$ cat src/rtl/op_byte_driver.sv
// Byte-stream front end for an N-bit two-operand operation. It gathers lhs and rhs
// bytes (LSB first), drives the operation, waits out its latency, and returns the result bytes.
module op_byte_driver #(
  parameter int OPERAND_WIDTH  = 32,
  parameter int RESULT_LATENCY = 0
) (
  input  logic                     clk,
  input  logic                     rst,
  input  logic                     flush,
  input  logic [7:0]               rx_data,
  input  logic                     rx_valid,
  output logic                     rx_ready,
  output logic [7:0]               tx_data,
  output logic                     tx_valid,
  input  logic                     tx_ready,
  output logic [OPERAND_WIDTH-1:0] op_lhs,
  output logic [OPERAND_WIDTH-1:0] op_rhs,
  input  logic [OPERAND_WIDTH-1:0] op_result,
  output logic                     busy
);
  localparam int BYTES = (OPERAND_WIDTH + 7) / 8;
  localparam int IDX_W = (BYTES > 1) ? $clog2(BYTES) : 1;
  localparam int LAT_W = (RESULT_LATENCY > 0) ? $clog2(RESULT_LATENCY + 1) : 1;
  localparam logic [IDX_W-1:0] LAST_IDX = IDX_W'(BYTES - 1);
  localparam logic [LAT_W-1:0] LAST_LAT = LAT_W'(RESULT_LATENCY);

  localparam logic [2:0] ST_IDLE   = 3'd0;
  localparam logic [2:0] ST_RX_LHS = 3'd1;
  localparam logic [2:0] ST_RX_RHS = 3'd2;
  localparam logic [2:0] ST_EVAL   = 3'd3;
  localparam logic [2:0] ST_TX     = 3'd4;

  logic [2:0]               state_reg, state_next;
  logic [IDX_W-1:0]         idx_reg, idx_next;
  logic [LAT_W-1:0]         lat_reg, lat_next;
  logic [OPERAND_WIDTH-1:0] lhs_shadow_reg, lhs_shadow_next;
  logic [OPERAND_WIDTH-1:0] rhs_shadow_reg, rhs_shadow_next;
  logic [OPERAND_WIDTH-1:0] op_lhs_reg, op_rhs_reg;
  logic [OPERAND_WIDTH-1:0] result_reg;
  logic [7:0]               result_bytes [BYTES];
  logic [BYTES-1:0]         lane_sel;
  logic                     rx_fire, tx_fire, last_byte, eval_done, load_ops;

  assign rx_ready  = (state_reg == ST_RX_LHS) || (state_reg == ST_RX_RHS);
  assign tx_valid  = (state_reg == ST_TX);
  assign busy      = !((state_reg == ST_RX_LHS) && (idx_reg == '0));
  assign rx_fire   = rx_valid && rx_ready && !flush;
  assign tx_fire   = tx_valid && tx_ready && !flush;
  assign last_byte = (idx_reg == LAST_IDX);
  assign eval_done = (state_reg == ST_EVAL) && (lat_reg == LAST_LAT);
  assign load_ops  = rx_fire && (state_reg == ST_RX_RHS) && last_byte;
  assign op_lhs    = op_lhs_reg;
  assign op_rhs    = op_rhs_reg;
  assign tx_data   = tx_valid ? result_bytes[idx_reg] : 8'h00;

  // Per-byte lanes; the top lane is narrowed so bits above OPERAND_WIDTH are never stored or sent.
  genvar gi;
  generate
    for (gi = 0; gi < BYTES; gi++) begin : g_lane
      localparam int LW = ((OPERAND_WIDTH - 8 * gi) >= 8) ? 8 : (OPERAND_WIDTH - 8 * gi);
      assign lane_sel[gi] = rx_fire && (idx_reg == IDX_W'(gi));
      assign lhs_shadow_next[8*gi +: LW] = (lane_sel[gi] && (state_reg == ST_RX_LHS)) ?
                                           rx_data[LW-1:0] : lhs_shadow_reg[8*gi +: LW];
      assign rhs_shadow_next[8*gi +: LW] = (lane_sel[gi] && (state_reg == ST_RX_RHS)) ?
                                           rx_data[LW-1:0] : rhs_shadow_reg[8*gi +: LW];
      assign result_bytes[gi] = 8'(result_reg[8*gi +: LW]);
    end
  endgenerate

  always_comb begin
    state_next = state_reg;
    idx_next   = idx_reg;
    lat_next   = lat_reg;
    if (flush) begin
      state_next = ST_RX_LHS;
      idx_next   = '0;
      lat_next   = '0;
    end else begin
      case (state_reg)
        ST_IDLE: state_next = ST_RX_LHS;
        ST_RX_LHS, ST_RX_RHS: begin
          if (rx_fire) begin
            if (last_byte) begin
              idx_next   = '0;
              state_next = (state_reg == ST_RX_LHS) ? ST_RX_RHS : ST_EVAL;
            end else begin
              idx_next = idx_reg + 1'b1;
            end
          end
        end
        ST_EVAL: begin
          if (eval_done) begin
            lat_next   = '0;
            state_next = ST_TX;
          end else begin
            lat_next = lat_reg + 1'b1;
          end
        end
        ST_TX: begin
          if (tx_fire) begin
            if (last_byte) begin
              idx_next   = '0;
              state_next = ST_RX_LHS;
            end else begin
              idx_next = idx_reg + 1'b1;
            end
          end
        end
        default: state_next = ST_IDLE;
      endcase
    end
  end

  // rhs_shadow_next already holds the final byte, so the operands load on that same edge.
  always_ff @(posedge clk or negedge rst) begin
    if (!rst) begin
      state_reg      <= ST_IDLE;
      idx_reg        <= '0;
      lat_reg        <= '0;
      lhs_shadow_reg <= '0;
      rhs_shadow_reg <= '0;
      op_lhs_reg     <= '0;
      op_rhs_reg     <= '0;
      result_reg     <= '0;
    end else begin
      state_reg      <= state_next;
      idx_reg        <= idx_next;
      lat_reg        <= lat_next;
      lhs_shadow_reg <= lhs_shadow_next;
      rhs_shadow_reg <= rhs_shadow_next;
      if (load_ops) begin
        op_lhs_reg <= lhs_shadow_reg;
        op_rhs_reg <= rhs_shadow_next;
      end
      if (eval_done && !flush) begin
        result_reg <= op_result;
      end
    end
  end

endmodule

$ cat config.mk
export PLATFORM = sky130hd
export DESIGN_NAME = op_byte_driver
export DESIGN_NICKNAME = d
export VERILOG_FILES = /design/src/rtl/op_byte_driver.sv
export SDC_FILE = /design/constraint.sdc
export NUM_CORES = 1
export LEC_CHECK = 0
export CAP_MARGIN = 25
export CORE_UTILIZATION = 35
export DETAILED_ROUTE_END_ITERATION = 16
export RECOVER_POWER = 50
export SKIP_LAST_GASP = 1
export SYNTH_ARGS = -nofsm -noshare
export SYNTH_HDL_FRONTEND = slang
export SYNTH_SLANG_ARGS = --single-unit
$ cat constraint.sdc
create_clock -name clk -period 3.1 [get_ports clk]
set_input_delay 0.62 -clock clk [delete_from_list [all_inputs] [get_ports clk]]
set_output_delay 0.62 -clock clk [all_outputs]
set_load 0.03 [all_outputs]
### Word-level counts from Yosys, hierarchy flattened

Cells that the tools add are included.

| operators by class | value |
|---|---|
| multipliers | 0 |
| $add $sub $neg | 2 |
| muxes and demuxes | 24 |
| shift-type cells | 0 |
| reduce and logical (&&, ||, !) cells | 31 |
| equal/unequal tests | 12 |
| bitwise logic cells | 2 |
| $lt $le $gt $ge | 1 |
| divide/modulo/power cells | 0 |

Operators by type and width:

| cell | count |
|---|---|
| 2-to-1 mux 8 bit | 7 |
| logical AND 1 bit | 21 |
| 2-to-1 mux 3 bit | 6 |
| binary-select mux 8 bit (select 2 bit) | 1 |
| one-hot mux 3 bit (4 select lines) | 1 |
| inequality test 3 bit (second input constant) | 3 |
| 2-to-1 mux 2 bit | 4 |
| equality test 3 x 2 -> 1 bit (second input constant) | 2 |
| inequality test 3 x 2 -> 1 bit (second input constant) | 2 |
| AND reduction 5 bit | 1 |
| equality test 2 bit (second input constant) | 2 |
| 2-to-1 mux 1 bit | 4 |
| one-hot mux 2 bit (2 select lines) | 1 |
| equality test 3 x 1 -> 1 bit (second input constant) | 1 |
| equality test 3 bit (second input constant) | 1 |
| greater-or-equal comparator 3 bit (second input constant) | 1 |
| zero test 3 bit | 1 |
| inverter 2 -> 3 bit | 1 |
| AND reduction 3 bit | 1 |
| nonzero test 3 bit | 1 |
| adder 2 x 1 -> 2 bit (second input constant) | 1 |
| equality test 2 x 1 -> 1 bit (second input constant) | 1 |
| zero test 1 bit | 2 |
| zero test 2 bit | 1 |
| 5 further kinds | 5 |

| word-level totals | value |
|---|---|
| register bits | 166 |
| word-level logic and storage cells | 83 |
| bits of input ports | 45 |
| bits in writable memories | 0 |
| bits in read-only memories | 0 |
| latch bits | 0 |
| memories kept | 0 |
| output and inout port bits | 75 |

### Logic depth before layout (Yosys ltp)

Gate-level depths: netlist (run 1).

| logic depth | value |
|---|---|
| depth after elaboration | 7 |
| depth in mapped cells | 8 |
| depth with buffers taken out | 5 |

### Worst setup path before layout (run 1)

OpenSTA, ideal clock, no wires.

| path | value |
|---|---|
| kind | reg-to-output |
| from | register idx_reg[0] |
| to | output port tx_data[0] |
| setup slack | 1029 ps |
| cell stages (with the launch flop) | 4 |
| path buffers | 1 |
| data arrival time | 1451 ps |
| required time | 2480 ps |
| cell sequence | dfrtp_1 buf_2 mux4_2 and3_1 |

| between the ends | value |
|---|---|
| word-level cells in the longest chain between the ends | 5 |

Ends and longest elaborated chain:

| element | RTL line | source |
|---|---|---|
| start: declaration | 34 | `logic [IDX_W-1:0] idx_reg, idx_next;` |
| start signal: assignment | 127 | `idx_reg <= idx_next;` |
| inverter 2 -> 3 bit (not written as such) | 54 | `assign tx_data = tx_valid ? result_bytes[idx_reg] : 8'h00;` |
| binary-select mux 8 bit (select 2 bit) | 54 |  |
| 2-to-1 mux 8 bit (not written as such) (2 in series) | 54 |  |
| 2-to-1 mux 8 bit | 54 |  |
| end: declaration | 13 | `output logic [7:0] tx_data,` |

Every way passes these cells. The select of a mux whose other input is x is not followed.

### Worst setup path after layout (run 1)

| path | value |
|---|---|
| from | register idx_reg[0] |
| to | output port tx_data[6] |

Same word-level chain as after synthesis.

==> impl_metrics.json, run 1 <==
{
  "cts_tree": "done",
  "avgSynthCellArea_sq_um": 13.6,
  "hold_ws_ps": 488,
  "insertion_delay_ps": 420,
  "yosys_warnings": 0,
  "rows": 50,
  "fp.dieH_um": 140,
  "r2r_start": "idx_reg[1]",
  "grt_pass1_vias": 4622,
  "ios": 120,
  "dp_slack_ps": 273,
  "path_cells": "mux4_2 -> and3_1 -> clkdlybuf4s50_1",
  "rsz0062_at_grt": "no",
  "final_cell_mix": "dfrtp_1, clkdlybuf4s50_1, mux2_2",
  "finalWorstSetupSlack_ps": 151,
  "finalCriticalPeriod_ps": 2950,
  "clock_sinks": 158,
  "synth_edf_count": 0,
  "end_kind": "primary output",
  "dr_wl_met2_um": 7650,
  "tightestPinTransition_ps": 1850,
  "skew_ps": 9.02,
  "drcViolationCount": 0,
  "final_util_pct": 46.0,
  "ys_types": 36,
  "fmax_mhz": 339,
  "crit_family": "buffers and inverters",
  "syn_inst": 493,
  "synth_seq_cells": 158,
  "async_reset_ff_share_pct": 100,
  "max_cap_viol_count": 1,
  "highest_layer": "met4",
  "root_buffer": "clkbuf_16",
  "route.antenna.remaining_nets": 0,
  "area_delta_synth_final_pct": 28.8,
  "drv_slew": 74,
  "gp_congestion": 0.755,
  "finalSetupViolations": 0,
  "wl_met3_um": 1130,
  "setup_tns_ps": 0,
  "worstPathArrival_ps": 2330,
  "via_per_inst": 5.26,
  "wirelength_met1_um": 7020,
  "stdcell_area_sq_um": 8630,
  "cp_num_buf_inv": 1,
  "layout_commonest_cell": "dfrtp_1",
  "reg2reg_slack_ps": 730,
  "final_cell_count_no_fill": 848,
  "die-area_sq_um": 19700,
  "crit_path_start_kind": "flop",
  "cp.required_ps": 2480,
  "die_w_um": 140,
  "hold_path.class": "flop to flop",
  "wl_um": 16000,
  "synth_largest_area_cell": "dfrtp_1",
  "postPlaceCellArea_sq_um": 8030,
  "avgRoutedWirePerCell_um": 18.9,
  "cp_max_fo": 13,
  "min_from": "result_reg[27]",
  "vias": 4457,
  "grt_pass1_wl_um": 25700,
  "dr.pass1.iters": 4,
  "coreArea_sq_um": 18800,
  "clk_pin_slew_ps": 60,
  "synth-main-ff-cell": "dfrtp_1",
  "status": "finished with violations",
  "total_power_mw": 5.83,
  "leakagePower_nw": 3.94,
  "synth_top_area_share_pct": 59.0,
  "violations": "capacitance limit, slew limit",
  "cts_buffer_depth": 2,
  "crit_type": "flop to primary output",
  "first_iter_violations": 200,
  "yosys-top-cells-area": "dfrtp_1, mux2_2, mux2_4, mux4_2, a31oi_1",
  "numCtsBuffers": 17,
  "worstSetupStartpoint": "idx_reg[0]",
  "gr-usage-all-layers_pct": 17.2,
  "seq_area_frac_synth_pct": 59.0,
  "cpPeakStageDelay_ps": 590,
  "h-tree-depth": 4,
  "slowest_stage": "clkdlybuf4s50_1",
  "syn_nets": 542,
  "drive_above_1_share_pct": 26.9,
  "io_buffer_count": 119,
  "nets": 650,
  "holdBufCountCts": 0,
  "fin_crit_sh_pct": 95.1,
  "hpwl_um": 10700,
  "grt_antenna_before_repair": 1,
  "peakVddDrop_mv": 0.410,
  "start_util_pct": 35.7,
  "grt_overflow": 0,
  "post-cts-setup-buffer-count": 0,
  "grt_max_degree": 74,
  "dp_cells": 816,
  "maxSlewHeadroom_pct": -23.3,
  "finalHoldViolations": 0,
  "syn-cell-area_sq_um": 6700,
  "p_per_area_nw_per_um2": 675
}
==> per-layer routing <==
layer  vias to the layer above  global-route usage [%]
li1                       1996                       -
met1                      2281                    21.9
met2                       163                    27.5
met3                        17                    5.74
met4                         0                    5.61
met5                         -                       0
==> path summary, 6_finish.rpt <==
path,end,cells past startpoint
min,result_reg[27],1
min reg2reg,result_reg[27],1
max reg2reg,lhs_shadow_reg[26],5
max in group asynchronous,idx_reg[0],2
max,tx_data[6],3
min in group asynchronous,op_lhs[20],1
==> what timing repair did <==
action	in CTS	in global routing
setup endpoints to repair	9	3
pin swaps	0	0
endpoints found under the hold margin	0	0
resized for setup	1	1
==> cells in the mapped netlist (4+ instances only) <==
master      n
mux2_4     14
o21ai_0    24
ha_1        4
buf_2       7
a21oi_1    27
mux2_2     90
clkbuf_1   21
inv_1       6
mux4_2      8
and3_1     11
buf_6      10
buf_4       6
dfrtp_1   158
nand3_1     8
a31oi_1    27
nand4_1    16
nand2_1    29
==> where the power goes <==
group | switching, mW | internal (mW)
sequential | 0.267 | 2.50
combinational | 0.327 | 0.546
clock | 0.847 | 1.34
total | 1.44 | 4.39
==> cell families after synthesis <==
group	Yosys count	synth area share [%]
DFF	158	59.0
muxes	114	21.3
and+or+nand+nor	85	7.48
adders and majority gates	4	0.747
AOI/OAI and AO/OA	82	7.15
buffers and inverters	50	4.39
==> cell type report <==
type	count	area, sq um
diodes	1	2.50
clock buffers	21	470
clock inverters	10	150
fillers	1699	10100
inverters	6	22.5
multi-input cells	285	2460
flip-flops and latches	158	3960
well taps	234	293
repair buffers	133	1270
Power figures use the tool's default switching activity.
==> run 2, diff against run 1 <==
PLACE_DENSITY = 0.66   (was default)
clock period = 3.75 ns   (was 3.1 ns; I/O delays follow)
==> run 2 against run 1 <==
Effect of this change: the run still ends with capacitance limit, slew limit left; flip-flop and latch count unchanged; hold slack improved by 7.5 ps; count of clock-buffer cells in the layout decreased by 2; largest cell class unchanged; largest power group unchanged.
==> impl_metrics.json, run 2 (synthesized netlist as in run 1, its figures left out) <==
{
  "status": "finished with violations",
  "violations": "capacitance limit, slew limit",
  "gp_congestion": 0.783,
  "worstSetupStartpoint": "idx_reg[0]",
  "crit_path_start_kind": "flop",
  "min_from": "result_reg[27]",
  "peakVddDrop_mv": 0.310,
  "grt_antenna_before_repair": 2,
  "route.antenna.remaining_nets": 0,
  "leakagePower_nw": 3.90,
  "worstPathArrival_ps": 2590,
  "avgRoutedWirePerCell_um": 18.6,
  "clk_pin_slew_ps": 60,
  "die-area_sq_um": 19700,
  "numCtsBuffers": 17,
  "tightestPinTransition_ps": 2500,
  "end_kind": "primary output",
  "fin_crit_sh_pct": 89.1,
  "fmax_mhz": 299,
  "hold_depth": 1,
  "dp_cells": 812,
  "cp.required_ps": 3000,
  "hpwl_um": 10500,
  "h-tree-depth": 4,
  "vias": 4485,
  "first_iter_violations": 278,
  "dr.pass1.iters": 5,
  "final_cell_count_no_fill": 846,
  "insertion_delay_ps": 420,
  "wl_um": 15700,
  "holdBufCountCts": 0,
  "ios": 120,
  "fp.dieH_um": 140,
  "post-cts-setup-buffer-count": 0,
  "root_buffer": "clkbuf_16",
  "grt_pass1_wl_um": 25500,
  "dp_slack_ps": 819,
  "io_buffer_count": 119,
  "r2r_start": "state_reg[2]",
  "grt_pass1_vias": 4639,
  "cp_max_fo": 13,
  "nets": 646,
  "p_per_area_nw_per_um2": 546,
  "layout_commonest_cell": "dfrtp_1",
  "finalSetupViolations": 0,
  "drcViolationCount": 0,
  "hold_ws_ps": 495,
  "max_cap_viol_count": 2,
  "gr-usage-all-layers_pct": 17.1,
  "final_cell_mix": "dfrtp_1, clkdlybuf4s50_1, mux2_2",
  "hold_path.class": "flop to flop",
  "cts_buffer_depth": 2,
  "finalWorstSetupSlack_ps": 408,
  "cts_resized": 0,
  "drive_above_1_share_pct": 26.4,
  "finalHoldViolations": 0,
  "grt_overflow": 0,
  "maxSlewHeadroom_pct": -66.6,
  "area_delta_synth_final_pct": 27.6,
  "via_per_inst": 5.30,
  "cts_tree": "done",
  "rsz0062_at_grt": "no",
  "drv_slew": 134,
  "setup_tns_ps": 0,
  "skew_ps": 8.33,
  "start_util_pct": 35.7,
  "grt_max_degree": 101,
  "rows": 50,
  "die_w_um": 140,
  "clock_sinks": 158,
  "crit_type": "flop to primary output",
  "coreArea_sq_um": 18800,
  "r2r_cells": 3,
  "finalCriticalPeriod_ps": 3340
}
run 2: power by group:
| group | switching, mW | internal, mW | leakage [nW] |
|---|---|---|---|
| Combinational | 0.266 | 0.448 | 1.53 |
| Clock | 0.730 | 0.947 | 0.279 |
| Sequential | 0.217 | 2.07 | 2.09 |
run 2: per-layer routing:
metal	GRT usage, %	wire length [um]	vias up
li1	-	-	2015
met1	22.5	6970	2284
met2	26.5	7370	165
met3	5.30	1100	21
met4	6.30	272	0
met5	0	0	-
run 2: final cells by class:
| cell class | count | area (sq um) |
|---|---|---|
| repair buffers | 129 | 1260 |
| clock buffers | 19 | 443 |
| diodes | 2 | 5.00 |
| fillers | 1656 | 10200 |
| clock inverters | 13 | 130 |
| inverters | 6 | 22.5 |
| flip-flops and latches | 158 | 3950 |
| multi-input cells | 285 | 2440 |
| well taps | 234 | 293 |
run 2: path summary, 6_finish.rpt:
path                                        to  slack [ps]
worst max register to register  result_reg[21]         820
worst min register to register  result_reg[27]         500
max in group asynchronous           op_rhs[11]        1000
worst min-delay path            result_reg[27]         500
min in group asynchronous           op_rhs[27]        1080
worst max-delay path                      busy         410
run 2: stage by stage:
step / utilization (%) / total power, mW / cell area, sq um
6_report: 45.6 / 4.67 / 8560
5_1_grt: 45.6 / 4.90 / 8550
4_1_cts: 45.7 / 4.73 / 8590
3_5_place_dp: 42.7 / 3.04 / 8010
3_3_place_gp: 42.7 / 2.98 / 8010
2_1_floorplan: - / 2.77 / 6700
run 2: critical path, cell delays in order (launching register included):
cell and delay (ps):
dfrtp_1 770, inv_1 170, ha_1 380, nand3b_1 160, clkdlybuf4s50_1 700
==> run 3, diff against run 2 <==
CORE_MARGIN = 2   (was default)
==> run 3 against run 2 <==
Effect of this change: the flow still finishes with violations (capacitance limit, slew limit); clock power fell by 4%; die area up 2.9%; design area is 0.63% lower; sequential power about the same; hold slack worse by 6.2 ps; sequential share of layout area increased by 0.29 points; final cell count decreased by 0.24%; largest cell class unchanged.
==> impl_metrics.json, run 3 (synthesized netlist as in run 1, its figures left out) <==
{
  "drv_slew": 126,
  "grt_pass1_vias": 4576,
  "fp.dieH_um": 142,
  "slowest_stage": "dfrtp_1",
  "post-cts-setup-buffer-count": 0,
  "busiest_layer": "met2",
  "cts_resized": 0,
  "rows": 50,
  "root_buffer": "clkbuf_16",
  "dp_cells": 811,
  "clk_pin_slew_ps": 60,
  "start_util_pct": 35.7,
  "total_power_mw": 4.59,
  "drcViolationCount": 0,
  "hold_path.class": "flop to flop",
  "area_delta_synth_final_pct": 26.8,
  "multi_input_area_sq_um": 2440,
  "finalSetupViolations": 0,
  "finalHoldViolations": 0,
  "use_met2_pct": 25.4,
  "tightestPinTransition_ps": 2240,
  "p_per_area_nw_per_um2": 540,
  "power_frac_comb_pct": 15.3,
  "cts_tree": "done",
  "vias": 4386,
  "route.antenna.remaining_nets": 0,
  "grt_overflow": 0,
  "path_cells": "inv_1 -> ha_1 -> nand3b_1 -> clkdlybuf4s50_1",
  "cpPeakStageDelay_ps": 790,
  "worstPathArrival_ps": 2610,
  "finalCriticalPeriod_ps": 3360,
  "drive_above_1_share_pct": 25.1,
  "leakagePower_nw": 3.86,
  "gp_congestion": 0.787,
  "setup_tns_ps": 0,
  "min_from": "result_reg[27]",
  "p_sw_share_pct": 25.3,
  "numCtsBuffers": 17,
  "h-tree-depth": 4,
  "cp_max_fo": 13,
  "p_switching_mw": 1.16,
  "wl_um": 15600,
  "clock_sinks": 158,
  "power.internal_mw": 3.43,
  "grtUsageMet1_pct": 21.0,
  "grt_max_degree": 92,
  "insertion_delay_ps": 420,
  "fillCellCount": 1696,
  "skew_ps": 8.30,
  "die_w_um": 142,
  "gr-usage-all-layers_pct": 16.1,
  "holdBufCountCts": 0,
  "crit_path_start_kind": "flop",
  "grt_pass1_wl_um": 25000,
  "peakVddDrop_mv": 0.337,
  "final_cell_count_no_fill": 844,
  "avgRoutedWirePerCell_um": 18.5,
  "max_cap_viol_count": 2,
  "gr-usage-met3_pct": 5.28,
  "rsz0062_at_grt": "no",
  "hold_ws_ps": 489,
  "ios": 120,
  "coreArea_sq_um": 18800,
  "fmax_mhz": 297,
  "r2r_start": "state_reg[2]",
  "final_cell_mix": "dfrtp_1, clkdlybuf4s50_1, mux2_2",
  "end_kind": "primary output",
  "seqCellArea_sq_um": 3950,
  "p_seq_share_pct": 49.5,
  "grt_antenna_before_repair": 1,
  "violations": "capacitance limit, slew limit",
  "layout_commonest_cell": "dfrtp_1",
  "p_clk_share_pct": 35.1,
  "nets": 645,
  "hpwl_um": 10400,
  "crit_type": "flop to primary output",
  "cts_buffer_depth": 2,
  "maxSlewHeadroom_pct": -49.5,
  "worstSetupStartpoint": "idx_reg[0]",
  "die-area_sq_um": 20300,
  "cp.required_ps": 3000,
  "fin_crit_sh_pct": 89.7,
  "status": "finished with violations",
  "io_buffer_count": 119,
  "dr.pass1.iters": 4,
  "via_per_inst": 5.20,
  "first_iter_violations": 216
}
run 3: cell count changes in the layout (fill, tap and decap cells not counted), moves of 2 or more:
cell and delta:
clkbuf_1 +6, clkinvlp_4 +3, buf_4 -2, clkinv_2 -2, clkinv_4 -2
run 3: worst paths after layout:
| path | slack [ps] | endpoint | cells after the start |
|---|---|---|---|
| min | 490 | result_reg[27] | 1 |
| max in group asynchronous | 880 | op_lhs[3] | 2 |
| max reg2reg | 830 | result_reg[19] | 3 |
| min reg2reg | 490 | result_reg[27] | 1 |
| max | 390 | busy | 4 |
| min in group asynchronous | 970 | op_rhs[27] | 1 |
run 3: final cells by class:
class | instances | share of cell area [%]
Antenna cell | 1 | 0.0294
Clock buffer | 22 | 5.22
Clock inverter | 10 | 1.24
Multi-Input combinational cell | 285 | 28.8
Sequential cell | 158 | 46.5
Inverter | 6 | 0.265
Tap cell | 234 | 3.44
Timing Repair Buffer | 128 | 14.5
run 3: worst max-delay path: cells and delay by family (launching register included):
kind                     cells  cell delay, ps
buffers and inverters        2             850
flip-flops                   1             790
adder cells (fa/ha/maj)      1             390
AND/OR/NAND/NOR              1             160
run 3: per-layer routing:
layer,share of wire [%],vias up
li1,-,1993
met1,43,2218
met2,48,158
met3,7.8,17
met4,1.4,0
met5,0,-
run 3: through the flow:
step	worst slack [ps]	cell area [sq um]	util (%)
5_1_grt	193	8500	45.3
3_5_place_dp	706	8010	42.7
4_1_cts	359	8550	45.6
2_1_floorplan	1550	6700	-
6_report	386	8500	45.3
3_3_place_gp	800	8010	42.7
run 3: power by group through the flow:
stage	clock, mW	sequential (mW)	combinational, mW
after floorplan	0	2.22	0.559
after global placement	0	2.29	0.690
after detailed placement	0	2.31	0.721
after CTS	1.66	2.28	0.722
after global routing	1.73	2.33	0.775
final	1.61	2.28	0.704
